[config.mk]
export PLATFORM = sky130hd
export DESIGN_NAME = fetch_buffer_flat
export DESIGN_NICKNAME = d
export VERILOG_FILES = /design/src/rtl/fetch_pkg.sv /design/src/rtl/fetch_buffer_if.sv /design/src/rtl/fetch_fifo.sv /design/src/rtl/fetch_buffer.sv /design/src/flat_wrapper.sv
export SDC_FILE = /design/constraint.sdc
export NUM_CORES = 1
export LEC_CHECK = 0
export CAP_MARGIN = 40
export CORE_MARGIN = 4
export CORE_UTILIZATION = 25
export DETAILED_ROUTE_END_ITERATION = 7
export PLACE_DENSITY = 0.54
export SLEW_MARGIN = 20
export SYNTH_ARGS = -nofsm -noshare
export SYNTH_HDL_FRONTEND = slang
export SYNTH_SLANG_ARGS = --single-unit
[constraint.sdc]
create_clock -name clk -period 7.5 [get_ports clk]
set_input_delay 1.125 -clock clk [delete_from_list [all_inputs] [get_ports clk]]
set_output_delay 1.125 -clock clk [all_outputs]
set_load 0.01 [all_outputs]
[src/rtl/fetch_pkg.sv]
// Shared constants and types for the instruction fetch stage.
package fetch_pkg;

    localparam int unsigned FETCH_XLEN = 32;
    localparam logic [31:0] NOP_INSTR  = 32'h0000_0013;

    typedef struct packed {
        logic [FETCH_XLEN-1:0] pc;
        logic [31:0]           instr;
    } fetch_entry_t;

endpackage

[src/rtl/fetch_buffer_if.sv]
// Instruction-memory request/response bus between the fetch stage (master) and imem (slave).
interface fetch_buffer_if #(
    parameter int unsigned XLEN = 32
);
    logic            imem_req;
    logic [XLEN-1:0] imem_addr;
    logic            imem_ready;
    logic            imem_rvalid;
    logic [31:0]     imem_rdata;

    modport master (
        output imem_req, imem_addr,
        input  imem_ready, imem_rvalid, imem_rdata
    );

    modport slave (
        input  imem_req, imem_addr,
        output imem_ready, imem_rvalid, imem_rdata
    );
endinterface

[src/rtl/fetch_fifo.sv]
// Power-of-two circular queue of fetch entries with occupancy count and synchronous clear.
module fetch_fifo #(
    parameter int unsigned DEPTH = 4,
    parameter type         entry_t = fetch_pkg::fetch_entry_t
) (
    input  logic                       clk,
    input  logic                       reset,
    input  logic                       clear,
    input  logic                       push,
    input  entry_t                     wdata,
    input  logic                       pop,
    output entry_t                     rdata,
    output logic [$clog2(DEPTH+1)-1:0] count
);
    localparam int unsigned AW = $clog2(DEPTH);
    localparam int unsigned CW = $clog2(DEPTH+1);

    entry_t        mem [DEPTH];
    logic [AW-1:0] wr_ptr;
    logic [AW-1:0] rd_ptr;

    // NOTE: storage is deliberately not reset; count and pointers alone decide which slots are valid.
    always_ff @(posedge clk) begin
        if (push && !clear) begin
            mem[wr_ptr] <= wdata;
        end
    end

    // NOTE: sequential state uses non-blocking assignments so every flop samples pre-edge values.
    always_ff @(posedge clk or negedge reset) begin
        if (!reset) begin
            wr_ptr <= '0;
            rd_ptr <= '0;
            count  <= '0;
        end else if (clear) begin
            wr_ptr <= '0;
            rd_ptr <= '0;
            count  <= '0;
        end else begin
            if (push) wr_ptr <= wr_ptr + AW'(1);
            if (pop)  rd_ptr <= rd_ptr + AW'(1);
            count <= count + CW'(push) - CW'(pop);
        end
    end

    assign rdata = mem[rd_ptr];

endmodule

[src/rtl/fetch_buffer.sv]
// Instruction fetch stage: credit-limited imem requests, in-order response queue, redirect flush.
// Optional FETCH_BUFFER_BYPASS_EN: an empty queue forwards a live response straight to decode.
module fetch_buffer
    import fetch_pkg::*;
#(
    parameter int unsigned     XLEN            = 32,
    parameter int unsigned     DEPTH           = 4,
    parameter int unsigned     MAX_OUTSTANDING = 2,
    parameter logic [XLEN-1:0] RESET_PC        = '0
) (
    input  logic              clk,
    input  logic              reset,
    input  logic              stall,
    input  logic              flush,
    input  logic [XLEN-1:0]   redirect_pc,
    fetch_buffer_if.master    imem,
    output logic              valid_F,
    output logic [31:0]       instr_F,
    output logic [XLEN-1:0]   pc_F
);
    localparam int unsigned     CW      = $clog2(DEPTH+1);
    localparam int unsigned     OW      = $clog2(MAX_OUTSTANDING+1);
    localparam logic [XLEN-1:0] PC_STEP = XLEN'(4);

    typedef struct packed {
        logic [XLEN-1:0] pc;
        logic [31:0]     instr;
    } entry_t;

    logic [XLEN-1:0] fetch_pc;
    logic [XLEN-1:0] resp_pc;
    logic [OW-1:0]   outstanding;
    logic [OW-1:0]   outstanding_next;
    logic [OW-1:0]   discard;
    logic [CW-1:0]   count;
    entry_t          head;
    entry_t          push_entry;
    logic            credit_ok;
    logic            issue;
    logic            accept;
    logic            bypass;
    logic            push;
    logic            pop;
    logic            head_valid;

    // Queue slots already held plus slots promised to in-flight requests must never exceed DEPTH.
    assign credit_ok = (int'(count) + int'(outstanding) < int'(DEPTH)) &&
                       (int'(outstanding) < int'(MAX_OUTSTANDING));

    assign imem.imem_req  = reset & ~flush & credit_ok;
    assign imem.imem_addr = fetch_pc;
    assign issue          = imem.imem_req & imem.imem_ready;

    assign accept     = imem.imem_rvalid & ~flush & (discard == '0);
    assign head_valid = (count != '0);
`ifdef FETCH_BUFFER_BYPASS_EN
    assign bypass = ~head_valid & accept & ~stall;
`else
    assign bypass = 1'b0;
`endif
    assign push       = accept & ~bypass;
    assign pop        = head_valid & ~stall & ~flush;
    assign push_entry = '{pc: resp_pc, instr: imem.imem_rdata};

    assign outstanding_next = outstanding + OW'(issue) - OW'(imem.imem_rvalid);

    fetch_fifo #(
        .DEPTH   (DEPTH),
        .entry_t (entry_t)
    ) u_fifo (
        .clk   (clk),
        .reset (reset),
        .clear (flush),
        .push  (push),
        .wdata (push_entry),
        .pop   (pop),
        .rdata (head),
        .count (count)
    );

    // NOTE: every output gets a default first so no path through the block can infer a latch.
    always_comb begin
        valid_F = head_valid;
        instr_F = NOP_INSTR;
        pc_F    = resp_pc;
        if (head_valid) begin
            instr_F = head.instr;
            pc_F    = head.pc;
        end else if (bypass) begin
            valid_F = 1'b1;
            instr_F = imem.imem_rdata;
        end
    end

    // A flush re-targets both PCs and marks every request still in flight after this edge as stale.
    always_ff @(posedge clk or negedge reset) begin
        if (!reset) begin
            fetch_pc    <= RESET_PC;
            resp_pc     <= RESET_PC;
            outstanding <= '0;
            discard     <= '0;
        end else begin
            outstanding <= outstanding_next;
            if (flush) begin
                fetch_pc <= redirect_pc;
                resp_pc  <= redirect_pc;
                discard  <= outstanding_next;
            end else begin
                if (issue)  fetch_pc <= fetch_pc + PC_STEP;
                if (accept) resp_pc  <= resp_pc + PC_STEP;
                if (imem.imem_rvalid && discard != '0) discard <= discard - OW'(1);
            end
        end
    end

endmodule

[src/flat_wrapper.sv]
// flat-port wrapper written by rule: the top's interface ports become plain ports
module fetch_buffer_flat import fetch_pkg::*;
#(
    parameter int unsigned     XLEN            = 32,
    parameter int unsigned     DEPTH           = 4,
    parameter int unsigned     MAX_OUTSTANDING = 2,
    parameter logic [XLEN-1:0] RESET_PC        = '0
)
  (clk, reset, stall, flush, redirect_pc, valid_F, instr_F, pc_F, imem_imem_req, imem_imem_addr, imem_imem_ready, imem_imem_rvalid, imem_imem_rdata);
  fetch_buffer_if #(.XLEN(XLEN)) imem_i ();
  input  logic clk;
  input  logic reset;
  input  logic stall;
  input  logic flush;
  input  logic [XLEN-1:0] redirect_pc;
  output logic valid_F;
  output logic [31:0] instr_F;
  output logic [XLEN-1:0] pc_F;
  output wire logic [$bits(imem_i.imem_req)-1:0] imem_imem_req;
  output wire logic [$bits(imem_i.imem_addr)-1:0] imem_imem_addr;
  input wire logic [$bits(imem_i.imem_ready)-1:0] imem_imem_ready;
  input wire logic [$bits(imem_i.imem_rvalid)-1:0] imem_imem_rvalid;
  input wire logic [$bits(imem_i.imem_rdata)-1:0] imem_imem_rdata;
  assign imem_imem_req = imem_i.imem_req;
  assign imem_imem_addr = imem_i.imem_addr;
  assign imem_i.imem_ready = imem_imem_ready;
  assign imem_i.imem_rvalid = imem_imem_rvalid;
  assign imem_i.imem_rdata = imem_imem_rdata;
  fetch_buffer #(.XLEN(XLEN), .DEPTH(DEPTH), .MAX_OUTSTANDING(MAX_OUTSTANDING), .RESET_PC(RESET_PC)) u_core (.clk(clk), .reset(reset), .stall(stall), .flush(flush), .redirect_pc(redirect_pc), .imem(imem_i), .valid_F(valid_F), .instr_F(instr_F), .pc_F(pc_F));
endmodule
**After elaboration in Yosys (flattened, before gate mapping)**

Memories as Yosys holds them, arrays and structs flattened.
Index checks and enable logic that the tools add are counted.

- Bits in registers: 75
- RAM bits: 256
- Input bits: 70
- Output and inout port bits: 98
- Word-level logic and storage cells: 56
- Memories kept: 1

- Add/subtract/negate cells: 10
- $lt $le $gt $ge: 2
- Muxes and demuxes: 16
- Bitwise gates (word level): 9
- Reduce and logical (&&, ||, !) cells: 11

Memories:

| memory | depth | bits a word | rd ports | clocked after Yosys merged registers in | wr ports | RTL line | RTL |
|---|---|---|---|---|---|---|---|
| u_core.u_fifo.mem | 4 | 64 | 1 | 0 | 1 | fetch_fifo.sv:18 | `entry_t mem [DEPTH];` |

Operators by type and width:

| cell | number |
|---|---|
| 32-bit 2-to-1 mux | 6 |
| 32-bit by 3-bit adder with 32-bit output (second input constant) | 2 |
| 32-bit by 4-bit less-than comparator with 1-bit output (second input constant) | 1 |
| 2-bit 2-to-1 mux | 6 |
| 2-bit nonzero test | 5 |
| 1-bit bitwise AND | 7 |
| 2-bit by 1-bit adder with 2-bit output (second input constant) | 2 |
| 3-bit by 2-bit adder with 4-bit output | 1 |
| 3-bit by 1-bit adder with 3-bit output | 1 |
| 1-bit logical AND | 3 |
| 1-bit 2-to-1 mux | 3 |
| 3-bit 2-to-1 mux | 1 |
| 3-bit nonzero test | 1 |
| 3-bit by 1-bit subtractor with 3-bit output | 1 |
| 2-bit by 1-bit adder with 2-bit output | 1 |
| 2-bit zero test | 1 |
| 2-bit less-than comparator (second input constant) | 1 |
| 1-bit NOT | 2 |
| 2-bit by 1-bit subtractor with 2-bit output | 1 |
| 2-bit by 1-bit subtractor with 2-bit output (second input constant) | 1 |
| 1-bit zero test | 1 |

**Depth between registers and ports, before layout**

- Depth after elaboration: 8
- Gate-level depth with buffers: 13
- Gate-level depth less buffers: 13

**Cells and area by module**

From an unflattened synthesis, not the netlist that was laid out.

- Cells, all modules: 833
- Area, all modules: 14144.8 um^2

Modules (own cells, without submodules):

| module | times used | cells each | area each (um^2) | sequential area each (um^2) |
|---|---|---|---|---|
| fetch_fifo | 1 | 372 | 9688.0 | 7862.5 |
| fetch_buffer | 1 | 461 | 4456.8 | 1701.6 |

**Worst setup path after synthesis**

No wires, ideal clock.

- Path kind: input-to-reg
- From: input flush
- To: memory u_core.u_fifo.mem[0][0] (netlist name) (enable)
- Setup time: 429 ps
- Data arrival time: 3047 ps
- Data required time: 7071 ps
- Slack: 4024 ps
- Stages on the path: 3
- Buffers on the path: 1
- Cell sequence: clkbuf_1 -> nor2_1 -> and2_1

- Longest elaborated chain between the ends: 6
- Elaborated cells between the ends (all ways): 7
- Those cells by class: 2 x mux; 3 x bitwise; 2 x reduce/logical

RTL lines:

| element | RTL line | RTL |
|---|---|---|
| start, declared | flat_wrapper.sv:14 | `input logic flush;` |
| 1-bit NOT | fetch_buffer.sv:54 | `assign accept = imem.imem_rvalid & ~flush & (discard == '0);` |
| 1-bit bitwise AND (2 in series) | fetch_buffer.sv:54 |  |
| 1-bit logical AND * | fetch_fifo.sv:24 | `if (push && !clear) begin` |
| 1-bit 2-to-1 mux * | fetch_fifo.sv:24 |  |
| 1-bit 2-to-1 mux (implied by the code) * | fetch_fifo.sv:25 | `mem[wr_ptr] <= wdata;` |
| end, declared | fetch_fifo.sv:18 |  |

Every way passes the cells marked *; elsewhere a longest branch is shown, timed or not.

**Worst setup path in the final report**

- From: register u_core.u_fifo.rd_ptr[0]
- To: output pc_F[2]

- Longest elaborated chain between the ends: 2

RTL lines:

| element | RTL line | RTL |
|---|---|---|
| start, declared | fetch_fifo.sv:20 | `logic [AW-1:0] rd_ptr;` |
| start signal, assigned | fetch_fifo.sv:41 | `if (pop) rd_ptr <= rd_ptr + AW'(1);` |
| memory read 4 x 64 bit | -- |  |
| 32-bit 2-to-1 mux | fetch_buffer.sv:86 | `if (head_valid) begin` |
| end, declared | flat_wrapper.sv:18 | `output logic [XLEN-1:0] pc_F;` |

Every way passes these cells.

==> impl_summary.txt <==
----------------------------------------------------
[Pwr]
  Overall Power ... 5.625 mW
  Peak supply drop ... 0.1762 mV
  Cell area power density ... ~310 nW/um^2
  P_leak ... a little under 6 nW

[Synthesis]
  Number of different library cells in the post-synthesis netlist ... 44
  Total nets after synthesis ... ~930
  Largest area contributor in the netlist ... edfxtp_1
  Number of synthesized register bits ... between 300 and 400
  Cell with the most instances after synthesis ... edfxtp_1
  Post-synthesis area per instance ... between 15 and 20 um^2
  Proportion of netlist area held by the largest area contributor ... roughly 55%
  Prevailing post-synth register cell ... edfxtp_1
  List of most frequent post-synthesis cells ... edfxtp_1 (256), dfrtp_1 (75), mux4_2 (64), mux2_2 (51), and2_1 (37)
  Yosys warning count ... 0
  Gate count of the mapped netlist ... between 800 and 900
  Area of the mapped netlist ... approximately 14000 um^2
  Number of enable flip-flop cells after synthesis ... ~260
  Sequential cell area fraction in the yosys report ... 68.15%
  Async set-reset flop share out of synthesis ... 22.66%
  Largest cells by area after synthesis ... edfxtp_1 (55%), dfrtp_1 (13%), mux4_2 (10%), mux2_2 (4.1%), xnor2_1 (1.9%)

[Route]
  Count of vias placed by the detailed router ... 7991
  Average via count per standard cell ... 4.420
  Detailed Routing Iterations Pass 1 ... 4
  WL per Instance ... 19.18 um
  Total wirelength of the detailed-routed design ... 34.68 mm
  Antenna viol nets, final ... 0
  Detailed Route Iter0 Violations ... approximately 460
  Drt drc ... 0

[Timing]
  Highest attainable clock frequency ... ~0.22 GHz
  Slew Viols, Final ... 0
  Final cycle utilization of the critical path ... approximately 60%
  Worst slew slack as a fraction of its limit ... between 40% and 50%
  Hold Violations, Final ... 0
  Setup repair after global routing missed its margin ... no
  Worst Tran Pin Value ... between 800 and 900 ps
  Clock skew after layout ... around 10 ps
  Clock period minus worst slack ... approximately 4500 ps
  Number of endpoints failing setup at the final stage ... 0
  Setup_tns ... 0 ps

[Worst setup path]
  Kind of critical path ... flip-flop to output pin
  FF-to-FF setup slack ... around 4600 ps
  Origin of the critical flop-to-flop path ... u_core.u_fifo.count[1]
  Critical Path Start Type ... flip-flop
  Crit path launch ... u_core.u_fifo.rd_ptr[0]
  Critical path fanouts, max ... 27
  Data arrival time at the worst-slack endpoint ... 3410 ps
  Worst Path Required ... 6380 ps
  Kind of end point of the critical path ... output pin

[Clock tree]
  Worst-case clock buffer depth ... 3
  Number of hold buffers added after cts ... 0
  Clock slew at reported path FFs ... approximately 50 ps
  Sink Count ... between 300 and 400
  Number of cells upsized or downsized after cts ... 0
  CTS Root Buffer Type ... clkbuf_16
  Setup repair bufs after CTS ... 0
  H-tree levels ... 2
  Cts bufs inserted ... 40
  Clock Latency Late Sink ... approximately 540 ps
  TritonCTS clock tree ... built

[Min path]
  Worst min-delay path class ... flip-flop to flip-flop
  Hold Path Origin ... u_core.resp_pc[1]

[Layout]
  Multi-input logic area ... between 4000 and 5000 um^2
  Final layout net count ... 1113
  Area taken by flip-flops and latches ... 9572 um^2
  Synth-to-layout area growth ... 27.42%
  Share of final-layout standard cells stronger than drive strength 1 ... 19.30%
  Filler cells ... ~5400

[Global route]
  Total Routing Usage GR ... a little under an eighth
  Total overflow reported by the global router ... 0
  Via count of the first global-routing pass ... approximately 8600
  Number of antenna violations at the first check in global routing ... 1
  Maximum number of pins on one net before global-route repair ... 50
  First-pass GRT wire length ... 53.42 mm

[Die]
  Core Region ... around 55000 um^2
  Initial Util ... between 20% and 30%
  X dimension of the die ... about 240 um
  IO Pins ... between 150 and 200
  Number of standard-cell rows in the floorplan ... 86
  Die height ... about 240 um
  Die ar. ... between 50000 and 60000 um^2

[Placed design]
  Total half-perimeter wirelength after legalization and detailed placement ... 22.22 mm
  Routability Congestion ... between 0.7 and 0.8
  I/O Buffers ... 167

[Run status]
  Outcome ... completed

[Job]
  Number of max-capacitance violations reported ... 0

----------------------------------------------------
per-layer routing:
metal	track usage, %	vias up	routed length [um]
met2	19.08	185	16610
li1	-	3642	-
met4	3.071	0	680
met3	2.928	51	1711
met1	15.40	4113	15690
met5	0	-	0
power by group:
part           switching (mW)  internal, mW  leakage [nW]
Combinational           0.699         0.863          2.11
Sequential              0.136          2.12          3.19
Clock                   0.733          1.08         0.602
worst paths after layout:
path / endpoint / cells after the start
setup / recovery: pc_F[2] / 5
hold / removal: u_core.u_fifo.mem[0][33] / 0
setup reg to reg: u_core.discard[1] / 9
hold reg to reg: u_core.u_fifo.mem[0][33] / 0
max in group asynchronous: u_core.u_fifo.rd_ptr[0] / 2
min in group asynchronous: u_core.imem.imem_addr[14] / 1
stage by stage:
step / instance area, um^2 / hold WS [ps] / cells / utilization (%) / setup WS, ps
after floorplan: 14030 / 476.0 / 845 / - / 4024
after global placement: 16580 / 496.1 / 1733 / 29.97 / 3292
after detailed placement: 16650 / 513.2 / 1736 / 30.11 / 3394
after CTS: 17880 / 518.2 / 1805 / 32.32 / 2807
after global routing: 17880 / 527.0 / 1805 / 32.32 / 2685
final: 17880 / 522.9 / 1808 / 32.33 / 2969
registers in the layout, indices dropped and copies added, names as in the netlist:
signal and count:
u_core.discard 2, u_core.imem.imem_addr 32, u_core.outstanding 2, u_core.resp_pc 32
u_core.u_fifo.count 3, u_core.u_fifo.mem 256, u_core.u_fifo.rd_ptr 2, u_core.u_fifo.wr_ptr 2
cells in the final DEF, fill, tap and decap left out, types with 10 or more instances in the layout:
cell / count
inv_1: 18
xnor2_1: 31
a21oi_1: 14
mux4_2: 64
nand4_1: 27
o21ai_0: 15
and3_1: 10
xor2_1: 25
clkdlybuf4s50_1: 165
nand3_1: 24
mux2_2: 51
nand2_1: 36
and2_1: 33
dfrtp_1: 73
a21boi_1: 14
edfxtp_1: 256
buf_4: 13
ha_1: 12
clkbuf_16: 41
nor2_1: 27
critical path: stages, from the launching register on:
cell and delay [ps]:
dfrtp_4 710, buf_12 270, buf_4 530, mux4_2 570, mux2_2 270, clkdlybuf4s50_1 510
final cells by class:
class / count / area share, %
multi-input combinational: 454 / 23.70
tap: 748 / 5.233
antenna: 3 / 0.04198
sequential: 331 / 53.52
clock inverter: 21 / 0.8955
timing repair buffer: 182 / 10.23
inverter: 21 / 0.4408
clock buffer: 48 / 5.940
cell families after synthesis:
logic type	synth area share, %
AOI/OAI and AO/OA	2.692
xor gates and xnor gates	3.495
adders and majority gates	1.212
buffers and inverters	1.730
DFF	68.15
muxes	14.58
and+or+nand+nor	8.148
(Power assumes the default switching activity.)
